===== config.mk =====
export PLATFORM = sky130hd
export DESIGN_NAME = branch_stack_flat
export DESIGN_NICKNAME = d
export VERILOG_FILES = /design/src/rtl/branch_stack_if.sv /design/src/rtl/branch_stack.sv /design/src/flat_wrapper.sv
export SDC_FILE = /design/constraint.sdc
export NUM_CORES = 2
export LEC_CHECK = 0
export ABC_AREA = 1
export CORE_MARGIN = 5
export CORE_UTILIZATION = 52
export DETAILED_ROUTE_END_ITERATION = 6
export PLACE_DENSITY = 0.86
export SYNTH_ARGS = -nofsm -noshare
export SYNTH_HDL_FRONTEND = slang
export SYNTH_SLANG_ARGS = --single-unit

===== constraint.sdc =====
create_clock -name clk -period 2.9 [get_ports clk]
set_input_delay 0.725 -clock clk [delete_from_list [all_inputs] [get_ports clk]]
set_output_delay 0.725 -clock clk [all_outputs]
set_load 0.02 [all_outputs]

===== src/rtl/branch_stack_if.sv =====
// -----------------------------------------------------------------------------
// branch_stack_if
// Dispatch / resolution / recovery bundle between the ROB-side control logic
// and the branch checkpoint stack.
//   master : drives the dispatch and resolution inputs and the map-table /
//            free-list snapshot, receives mask, resolved bit, full and
//            recovery data.
//   slave  : the branch_stack itself.
// Signal summary:
//   is_br_i, is_cond_i, is_taken_i    dispatch of a branch (cond/taken are
//                                     informational)
//   br_state_i, br_dep_mask_i         resolution result and the resolving
//                                     branch's dispatch-time mask
//   bak_mp_next_data_i, bak_fl_head_i state to checkpoint at allocation
//   br_mask_o, br_bit_o, full_o       slot occupancy, resolved slot, full flag
//   rc_mt_all_data_o, rc_fl_head_o    recovery snapshot of the resolved slot
// -----------------------------------------------------------------------------
interface branch_stack_if #(
   parameter int BR_MASK_W  = 5,
   parameter int BR_STATE_W = 2,
   parameter int MT_NUM     = 32,
   parameter int PRF_IDX_W  = 6,
   parameter int LRF_IDX_W  = 5
);
   localparam int MT_W = MT_NUM * (PRF_IDX_W + 1);

   logic                  is_br_i;
   logic                  is_cond_i;
   logic                  is_taken_i;
   logic [BR_STATE_W-1:0] br_state_i;
   logic [BR_MASK_W-1:0]  br_dep_mask_i;
   logic [MT_W-1:0]       bak_mp_next_data_i;
   logic [LRF_IDX_W-1:0]  bak_fl_head_i;
   logic [BR_MASK_W-1:0]  br_mask_o;
   logic [BR_MASK_W-1:0]  br_bit_o;
   logic                  full_o;
   logic [MT_W-1:0]       rc_mt_all_data_o;
   logic [LRF_IDX_W-1:0]  rc_fl_head_o;

   modport master (
      output is_br_i, is_cond_i, is_taken_i, br_state_i, br_dep_mask_i,
             bak_mp_next_data_i, bak_fl_head_i,
      input  br_mask_o, br_bit_o, full_o, rc_mt_all_data_o, rc_fl_head_o
   );

   modport slave (
      input  is_br_i, is_cond_i, is_taken_i, br_state_i, br_dep_mask_i,
             bak_mp_next_data_i, bak_fl_head_i,
      output br_mask_o, br_bit_o, full_o, rc_mt_all_data_o, rc_fl_head_o
   );
endinterface


===== src/rtl/branch_stack.sv =====
// -----------------------------------------------------------------------------
// branch_stack
// Branch checkpoint stack with BR_MASK_W slots. A dispatched branch takes the
// lowest free slot, records the mask of older branches as its tag and
// snapshots the map table and free-list head. A resolution finds its slot by
// tag; a correct prediction frees just that slot, a misprediction frees it and
// every slot allocated after it, and the snapshot is presented for recovery.
// Ports:
//   clk  : rising-edge clock
//   rst  : asynchronous active-low reset
//   bs   : branch_stack_if.slave (dispatch, resolution, snapshot, recovery)
// -----------------------------------------------------------------------------
module branch_stack #(
   parameter int BR_MASK_W  = 5,
   parameter int BR_STATE_W = 2,
   parameter int MT_NUM     = 32,
   parameter int PRF_IDX_W  = 6,
   parameter int LRF_IDX_W  = 5
) (
   input  logic            clk,
   input  logic            rst,
   branch_stack_if.slave   bs
);
   localparam int MT_W = MT_NUM * (PRF_IDX_W + 1);
   localparam logic [BR_STATE_W-1:0] ST_CORRECT = BR_STATE_W'(1);
   localparam logic [BR_STATE_W-1:0] ST_WRONG   = BR_STATE_W'(2);

   // One-hot of the lowest clear bit of v (0 when v is all ones).
   function automatic logic [BR_MASK_W-1:0] lowest_zero(input logic [BR_MASK_W-1:0] v);
      return ~v & (v + BR_MASK_W'(1));
   endfunction

   logic [BR_MASK_W-1:0] valid_r;
   logic [BR_MASK_W-1:0] tag_r     [BR_MASK_W];
   logic [BR_MASK_W-1:0] younger_r [BR_MASK_W];
   logic [MT_W-1:0]      mt_snap_r [BR_MASK_W];
   logic [LRF_IDX_W-1:0] fl_snap_r [BR_MASK_W];

   logic                 full_s;
   logic                 state_active_s;
   logic                 is_wrong_s;
   logic [BR_MASK_W-1:0] res_oh_s;
   logic [BR_MASK_W-1:0] res_young_s;
   logic [BR_MASK_W-1:0] kill_s;
   logic [BR_MASK_W-1:0] survivors_s;
   logic                 alloc_en_s;
   logic [BR_MASK_W-1:0] alloc_oh_s;
   logic [BR_MASK_W-1:0] valid_next_s;
   logic [BR_MASK_W-1:0] younger_next_s [BR_MASK_W];
   logic [MT_W-1:0]      rc_mt_s;
   logic [LRF_IDX_W-1:0] rc_fl_s;
   logic                 unused_info_s;

   // Branch direction hints are carried on the bus but play no part here.
   assign unused_info_s = bs.is_cond_i ^ bs.is_taken_i;

   assign full_s         = &valid_r;
   assign state_active_s = (bs.br_state_i == ST_CORRECT) || (bs.br_state_i == ST_WRONG);
   assign is_wrong_s     = (bs.br_state_i == ST_WRONG);

   // Tag match of the resolving branch; tags of live slots are unique, so at
   // most one bit is set. Also gathers the matched slot's younger set and
   // recovery snapshot as an AND-OR mux.
   always_comb begin
      res_oh_s    = '0;
      res_young_s = '0;
      rc_mt_s     = '0;
      rc_fl_s     = '0;
      for (int k = 0; k < BR_MASK_W; k++) begin
         res_oh_s[k] = valid_r[k] && (tag_r[k] == bs.br_dep_mask_i) && state_active_s;
      end
      for (int k = 0; k < BR_MASK_W; k++) begin
         res_young_s = res_young_s | (younger_r[k] & {BR_MASK_W{res_oh_s[k]}});
         rc_mt_s     = rc_mt_s     | (mt_snap_r[k] & {MT_W{res_oh_s[k]}});
         rc_fl_s     = rc_fl_s     | (fl_snap_r[k] & {LRF_IDX_W{res_oh_s[k]}});
      end
   end

   // Next occupancy and younger vectors. The new slot is picked from the
   // pre-edge mask so a slot freed this cycle is not reused until next cycle,
   // and only surviving older slots record it as younger.
   always_comb begin
      kill_s       = res_oh_s | (is_wrong_s ? res_young_s : BR_MASK_W'(0));
      survivors_s  = valid_r & ~kill_s;
      alloc_en_s   = bs.is_br_i && !full_s && !(is_wrong_s && (|res_oh_s));
      alloc_oh_s   = alloc_en_s ? lowest_zero(valid_r) : BR_MASK_W'(0);
      valid_next_s = survivors_s | alloc_oh_s;
      for (int j = 0; j < BR_MASK_W; j++) begin
         younger_next_s[j] = (kill_s[j] || alloc_oh_s[j]) ? BR_MASK_W'(0) :
                             ((younger_r[j] & ~kill_s) |
                              (survivors_s[j] ? alloc_oh_s : BR_MASK_W'(0)));
      end
   end

   // Slot state registers; tags and snapshots only load on allocation.
   always_ff @(posedge clk or negedge rst) begin
      if (!rst) begin
         valid_r <= '0;
         for (int k = 0; k < BR_MASK_W; k++) begin
            tag_r[k]     <= '0;
            younger_r[k] <= '0;
            mt_snap_r[k] <= '0;
            fl_snap_r[k] <= '0;
         end
      end else begin
         valid_r <= valid_next_s;
         for (int k = 0; k < BR_MASK_W; k++) begin
            younger_r[k] <= younger_next_s[k];
            if (alloc_oh_s[k]) begin
               tag_r[k]     <= valid_r;
               mt_snap_r[k] <= bs.bak_mp_next_data_i;
               fl_snap_r[k] <= bs.bak_fl_head_i;
            end
         end
      end
   end

   assign bs.br_mask_o        = valid_r;
   assign bs.full_o           = full_s;
   assign bs.br_bit_o         = res_oh_s;
   assign bs.rc_mt_all_data_o = rc_mt_s;
   assign bs.rc_fl_head_o     = rc_fl_s;

endmodule


===== src/flat_wrapper.sv =====
// flat-port wrapper written by rule: the top's interface ports become plain ports
module branch_stack_flat 
#(
   parameter int BR_MASK_W  = 5,
   parameter int BR_STATE_W = 2,
   parameter int MT_NUM     = 32,
   parameter int PRF_IDX_W  = 6,
   parameter int LRF_IDX_W  = 5
)
  (clk, rst, bs_is_br_i, bs_is_cond_i, bs_is_taken_i, bs_br_state_i, bs_br_dep_mask_i, bs_bak_mp_next_data_i, bs_bak_fl_head_i, bs_br_mask_o, bs_br_bit_o, bs_full_o, bs_rc_mt_all_data_o, bs_rc_fl_head_o);
  branch_stack_if #(.BR_MASK_W(BR_MASK_W), .BR_STATE_W(BR_STATE_W), .MT_NUM(MT_NUM), .PRF_IDX_W(PRF_IDX_W), .LRF_IDX_W(LRF_IDX_W)) bs_i ();
  input  logic clk;
  input  logic rst;
  input wire logic [$bits(bs_i.is_br_i)-1:0] bs_is_br_i;
  input wire logic [$bits(bs_i.is_cond_i)-1:0] bs_is_cond_i;
  input wire logic [$bits(bs_i.is_taken_i)-1:0] bs_is_taken_i;
  input wire logic [$bits(bs_i.br_state_i)-1:0] bs_br_state_i;
  input wire logic [$bits(bs_i.br_dep_mask_i)-1:0] bs_br_dep_mask_i;
  input wire logic [$bits(bs_i.bak_mp_next_data_i)-1:0] bs_bak_mp_next_data_i;
  input wire logic [$bits(bs_i.bak_fl_head_i)-1:0] bs_bak_fl_head_i;
  output wire logic [$bits(bs_i.br_mask_o)-1:0] bs_br_mask_o;
  output wire logic [$bits(bs_i.br_bit_o)-1:0] bs_br_bit_o;
  output wire logic [$bits(bs_i.full_o)-1:0] bs_full_o;
  output wire logic [$bits(bs_i.rc_mt_all_data_o)-1:0] bs_rc_mt_all_data_o;
  output wire logic [$bits(bs_i.rc_fl_head_o)-1:0] bs_rc_fl_head_o;
  assign bs_i.is_br_i = bs_is_br_i;
  assign bs_i.is_cond_i = bs_is_cond_i;
  assign bs_i.is_taken_i = bs_is_taken_i;
  assign bs_i.br_state_i = bs_br_state_i;
  assign bs_i.br_dep_mask_i = bs_br_dep_mask_i;
  assign bs_i.bak_mp_next_data_i = bs_bak_mp_next_data_i;
  assign bs_i.bak_fl_head_i = bs_bak_fl_head_i;
  assign bs_br_mask_o = bs_i.br_mask_o;
  assign bs_br_bit_o = bs_i.br_bit_o;
  assign bs_full_o = bs_i.full_o;
  assign bs_rc_mt_all_data_o = bs_i.rc_mt_all_data_o;
  assign bs_rc_fl_head_o = bs_i.rc_fl_head_o;
  branch_stack #(.BR_MASK_W(BR_MASK_W), .BR_STATE_W(BR_STATE_W), .MT_NUM(MT_NUM), .PRF_IDX_W(PRF_IDX_W), .LRF_IDX_W(LRF_IDX_W)) u_core (.clk(clk), .rst(rst), .bs(bs_i));
endmodule

==> metrics <==
die extent in y=321 um; Finished Layout Cells=7883; largest net degree at the start of global routing=120; Die Width=321 um; portion of netlist area occupied by mux cells=0%; RSZ-0062 raised after global routing=yes; type of the worst setup path=flop to output port; fin worst setup slack=-1300 ps; synthesized cell area=50400 sq um; Initial Utilization=52.3%; final wirelength=204 mm; PortBufs=478; GR Util met2=55.1%; initial antenna violation count=13; Worst Setup Start Kind=flop; CP required=2170 ps; WP data arrival=3480 ps; Yosys top cell area share=59.3%; DP Worst Slack=-1390 ps; grt met3 use=9.33%; clock skew=53.3 ps; Max stage delay on crit path=470 ps; Cell Count Post-Placement=7371; GRT Overall Usage=34.0%; Worst Setup SP=u_core.tag_r[1]; Compound-Gate Fraction of Synth Area=17.9%; die area=103000 sq um; unique cell type count in the Yosys netlist=27; Syn Nets=5856; gr busiest metal=met2; worst-path fanout max=13; Cell Rows=114; DR vias=50967; first-pass GRT wire length=279 mm; clock root buffer=clkbuf_16; area added between synthesis and finish=41.0%; #FFs+latches synth=1195; layout cell share with drive strength beyond 1=26.1%; final-stage net count=6741; xor/xnor share of the synthesized area=0.0348%; Worst-Margin Slew=817 ps; worst skew pair latency=750 ps; placer congestion estimate=0.896; r2r worst-path depth=12; remaining antenna violation count=0; fmax=238 MHz; First DRT Iteration DRCs=8260; Worst setup EP type=output port; clk sinks=1195; Final Slew Violations=0; Hold Fails Final Rpt=0; Area contributors post-synth=dfrtp_1, nand2_1, o21ai_1; CP Cell Sequence=nand2_1 > inv_1 > nor2_2 > nand3_4 > clkinv_8 > buf_12 > buf_4 > buf_12 > buf_4 > a22o_1 > a21oi_2 > nand3_2 > buf_6; failing checks=design-rule violations, negative setup slack; setup violators final=1418; main combinational cell family by area after synthesis=compound AO/OA/AOI/OAI gates; Tcrit/Tclk final=145%; R2R setup slack=-540 ps; Post-Synth Adder-Cell Area=0.0248%; max cap viols=0; post-DP HPWL=101 mm; Syn Inst Count=5614; CTS tree=done; PwrDens=915 nW/um^2; DR pass1 iterations=7; htree depth=3; Mean Syn Cell Area=8.98 sq um; drc violations=127; number of I/O pins=481; Worst setup endpoint=bs_rc_mt_all_data_o[36]; Worst-path clk slew=80 ps; FILL cells=5505; GR Overflow Total=0; clock buffer depth=3; R2R Path End=u_core.mt_snap_r[392]; post-synth top area cell=dfrtp_1; slowest cell on the critical path=nor2_2; routed len/inst=25.9 um; final total power=65.0 mW; leakage=35.5 nW; Core ar.=96400 sq um; vias in the first global route=49576; Min Clock Period, post-route=4200 ps; worst vdd ir=0.686 mV; status=finished with violations; met1 Usage GRT=41.1%; Worst Hold Class=primary input to async pin; YS warnings=0; sequential cell area fraction in the yosys report=59.3%; clock buffer count from CTS=118; Post-Synth Simple-Gate Area=16.6%; reg2reg start=u_core.tag_r[1]; slew margin rel.=45.4%; vias per inst=6.47
-- sequential cells by signal (all words and copies together) (netlist names) --
name                 cells
u_core.younger_r        20
u_core.tag_r            25
u_core.fl_snap_r        25
u_core.mt_snap_r      1120
u_core.bs.br_mask_o      5
-- timing repair --
item | 4_1_cts | 5_1_grt
cloned | 35 | 31
hold buffers | 1 | 0
endpoints found under the setup margin | 235 | 1430
hold endpoints to repair | 29 | 0
gates resized for setup | 1240 | 564
setup buffers | 172 | 100
pin swaps | 118 | 179
-- cell usage in the layout, fill, tap and decap left out, drive strengths merged --
cell,count
nand3,252
nand4,20
nor2,109
and3,1
clkdlybuf4s50,238
dlygate4sd3,1
xor2,2
nor3,1
inv,301
nand2,1727
buf,875
dlymetal6s2s,2
nor3b,1
nor4,2
clkdlybuf4s15,1
a22o,229
dfrtp,1195
clkinvlp,7
ha,1
clkinv,30
diode,10
o21ai,1161
clkbuf,193
a21oi,230
bufinv,18
-- kinds of logic after synthesis --
family          count (synthesis)
compound gates               1620
xor+xnor                        2
fa+ha+maj                       1
buf+inv                       684
flops                        1195
simple gates                 2112
-- worst max-delay path: cells and delay by family, from the launching register on --
kind	cells	cell delay, ps
simple gates	4	1090
buf+inv	7	940
flops	1	440
compound gates	2	210
-- metal layers --
layer  routed length [um]  part of all wire, %
met5                   41                0.020
met2                93000                   46
met4                18500                  9.1
met1                66600                   33
met3                25800                   13
-- Yosys cell counts, drive strengths merged --
cell,number
a22o,229
ha,1
buf,248
dfrtp,1195
nor3,1
a21oi,230
xor2,2
inv,294
nand2,1727
clkbuf,137
nand3,251
and3,1
clkinv,5
o21ai,1161
nand4,20
nor3b,1
nor2,109
nor4,2
-- stage by stage --
stage | cell area, sq um | TNS [ps] | hold slack, ps | utilization [%]
final | 71000 | -537030 | 481 | 73.7
after global routing | 71000 | -493040 | 504 | 73.7
after global placement | 61200 | -1000140 | 449 | 63.5
after floorplan | 52100 | -962 | 429 | -
after CTS | 68800 | -1054920 | 481 | 71.4
after detailed placement | 61200 | -1046090 | 466 | 63.5
-- power breakdown --
part           total [mW]  switching [mW]  internal (mW)
Combinational        18.7            11.1           7.60
Clock                16.8            6.99           9.78
Sequential           29.6            5.39           24.2
-- final cells by class --
| cell class | instances | area (sq um) | area share [%] |
|---|---|---|---|
| Clock inverter | 54 | 820 | 1.15 |
| Clock buffer | 164 | 3390 | 4.77 |
| Antenna cell | 10 | 25.0 | 0.0352 |
| Tap cell | 1276 | 1600 | 2.25 |
| Inverter | 299 | 1180 | 1.66 |
| Sequential cell | 1195 | 29900 | 42.1 |
| Timing Repair inverter | 3 | 90.1 | 0.127 |
| Timing Repair Buffer | 1146 | 13900 | 19.6 |
| Multi-Input combinational cell | 3736 | 20100 | 28.3 |
-- how the worst min path moves through the flow --
stage / cells past startpoint / slack (ps) / startpoint / to
floorplan: 0 / 430 / rst / u_core.bs.br_mask_o[0]
global placement: 2 / 450 / u_core.tag_r[20] / u_core.tag_r[20]
detailed placement: 2 / 470 / u_core.tag_r[6] / u_core.tag_r[6]
CTS: 2 / 480 / rst / u_core.mt_snap_r[1043]
global route: 2 / 500 / rst / u_core.mt_snap_r[1043]
finish: 2 / 480 / rst / u_core.mt_snap_r[1043]
Power figures use the tool's default switching activity.
==> variant (same flow settings) <==
Make the reset (`rst`) synchronous in one clocked block. Comments in the files are not updated.
--- a/src/rtl/branch_stack.sv
+++ b/src/rtl/branch_stack.sv
@@ -93,7 +93,7 @@
    end
 
    // Slot state registers; tags and snapshots only load on allocation.
-   always_ff @(posedge clk or negedge rst) begin
+   always_ff @(posedge clk) begin
       if (!rst) begin
          valid_r <= '0;
          for (int k = 0; k < BR_MASK_W; k++) begin
Function: changed (Yosys sat finds a counterexample within 4 cycles, from zero or initial values and one cycle with rst low; the reset may be asserted at any time).
==> variant against the original RTL <==
The run ends with negative setup slack left. Sequential cell count did not move. First-iteration DRC count shrank 55%. Non-clock buffer count shrank 296. Setup slack better by 0.74 ns. Synthesized area shrank 9.0%. Clock skew down 0.016 ns. Design area down 14%. Die area fell by 8.7%. Sequential share of layout area up 16 points. Core utilization is 4.0 points lower. Critical path depth decreased by 1. Wire length is 32% lower.
Power is not compared: it rests on default switching activity, and its combinational part moved more than twofold at a synthesized area within 25%.
==> variant: results (changes against the original RTL) <==
{| class="wikitable"
! Metric !! Value
|-
| Status || finished, violations left (unchanged)
|-
| Violated checks || negative setup slack (was design-rule violations, negative setup slack)
|-
| Largest net degree at the start of global routing || 33 (was 120)
|-
| Mean instance size in the synthesized netlist || 14.0 sq um (was 8.98 sq um)
|-
| Clock tree skew after final layout || 0.0374 ns (was 0.0533 ns)
|-
| First-pass GRT wire length || 193 mm (was 279 mm)
|-
| Routability congestion estimate || 0.881 (was 0.896)
|-
| Worst setup path end || bs_rc_mt_all_data_o[193] (was bs_rc_mt_all_data_o[36])
|-
| Total of endpoints with negative setup slack in the final report || 234 (was 1418)
|-
| Clock tree cell share of total cell area || 6.27% (was 5.93%)
|-
| Detailed-route via count || 31600 (was 51000)
|-
| Worst reg2reg setup slack || 0.07 ns (was -0.54 ns)
|-
| Clock buf count || 126 (was 164)
|-
| Number of instances resized during post-cts repair || 1061 (was 1240)
|-
| Portion of the layout cell area used by non-clock buffers || 15.3% (was 19.6%)
|-
| Number of core rows || 109 (was 114)
|-
| Final net count || 4344 (was 6741)
|-
| Reg area || 35600 sq um (was 29900 sq um)
|-
| Vias in the first global route || 31600 (was 49600)
|-
| Number of multi-input combinational cells || 1643 (was 3736)
|-
| Instance area at placement || 54800 sq um (was 61200 sq um)
|-
| Ys flop type || sky130_fd_sc_hd__edfxtp_1 (was sky130_fd_sc_hd__dfrtp_1)
|-
| DR vias/cell || 5.89 (was 6.47)
|-
| Number of filler cells placed in the layout || 5072 (was 5505)
|-
| Number of antenna repair diodes || 2 (was 10)
|-
| Async S/R FF share, synth || 0% (was 100%)
|-
| Clk_lat worst skew || 0.71 ns (was 0.75 ns)
|-
| Cell family contributing the most delay on the critical path || buffers and inverters (was simple AND/OR/NAND/NOR gates)
|-
| Worst Path Arrival || 2.73 ns (was 3.48 ns)
|-
| Post-CTS Hold Fix Bufs || 0 (was 1)
|-
| Total Routing Usage GR || 26.9% (was 34.0%)
|-
| # placed instances || 5069 (was 7371)
|-
| Number of DRC violations after detailed-routing iteration 0 || 3681 (was 8260)
|-
| Worst r2r path cells || 14 (was 12)
|-
| Reg-to-reg critical path startpoint || u_core.tag_r[0][22] (was u_core.tag_r[1])
|-
| Critical Path Source || u_core.tag_r[0][9] (was u_core.tag_r[1])
|-
| Delay of the slowest cell on the worst path || 0.44 ns (was 0.47 ns)
|-
| Antenna violations before repair || 3 (was 13)
|-
| CTS buffer count || 112 (was 118)
|-
| Final worst slack || -0.559 ns (was -1.30 ns)
|-
| Average detailed-routed wire length per instance || 25.7 um (was 25.9 um)
|}
[variant: changes by cell type after synthesis, moves of 101 or more]
cell	unedited run	this run
sky130_fd_sc_hd__inv_1	287	109
sky130_fd_sc_hd__inv_2	7	179
sky130_fd_sc_hd__nand2_1	1727	684
sky130_fd_sc_hd__buf_2	166	46
sky130_fd_sc_hd__o21ai_0	573	14
sky130_fd_sc_hd__nand2_2	0	101
sky130_fd_sc_hd__edfxtp_1	0	1170
sky130_fd_sc_hd__dfrtp_1	1195	0
sky130_fd_sc_hd__o21ai_1	581	0
[variant: report_power, final]
part           total, W  switching (W)  internal [W]
Clock            0.0154        0.00659       0.00880
Sequential       0.0211       0.000506        0.0206
Combinational   0.00236        0.00147      0.000883
[variant: worst min-delay path by stage]
stage	cells after the start	startpoint	endpoint	slack, ns
floorplan	2	u_core.younger_r[0][1]	u_core.younger_r[0][1]	0.46
global placement	2	u_core.younger_r[0][1]	u_core.younger_r[0][1]	0.48
detailed placement	2	u_core.younger_r[0][1]	u_core.younger_r[0][1]	0.49
CTS	2	u_core.younger_r[0][1]	u_core.younger_r[0][1]	0.49
global route	2	u_core.younger_r[0][1]	u_core.younger_r[0][1]	0.54
finish	2	u_core.younger_r[0][1]	u_core.younger_r[0][1]	0.49
[variant: kinds of logic (layout without fill, tap and decap cells)]
kind of cell	count (synthesis)	count (layout)	synth area share, %
buf+inv	445	1360	4.18
fa+ha+maj	1	1	0.0273
simple gates	1160	1160	10.9
other cells	0	2	0
compound gates	480	480	7.14
flops	1195	1195	77.7
xor+xnor	2	2	0.0382
[variant: routing by layer]
layer	part of all wire [%]	up-vias	wire length, um	global-route usage [%]
met3	9.7	434	13400	4.63
met4	4.6	2	6400	11.3
met1	35	15500	47700	33.8
li1	-	13400	-	-
met2	51	2274	70500	46.6
met5	0.0094	-	13	0
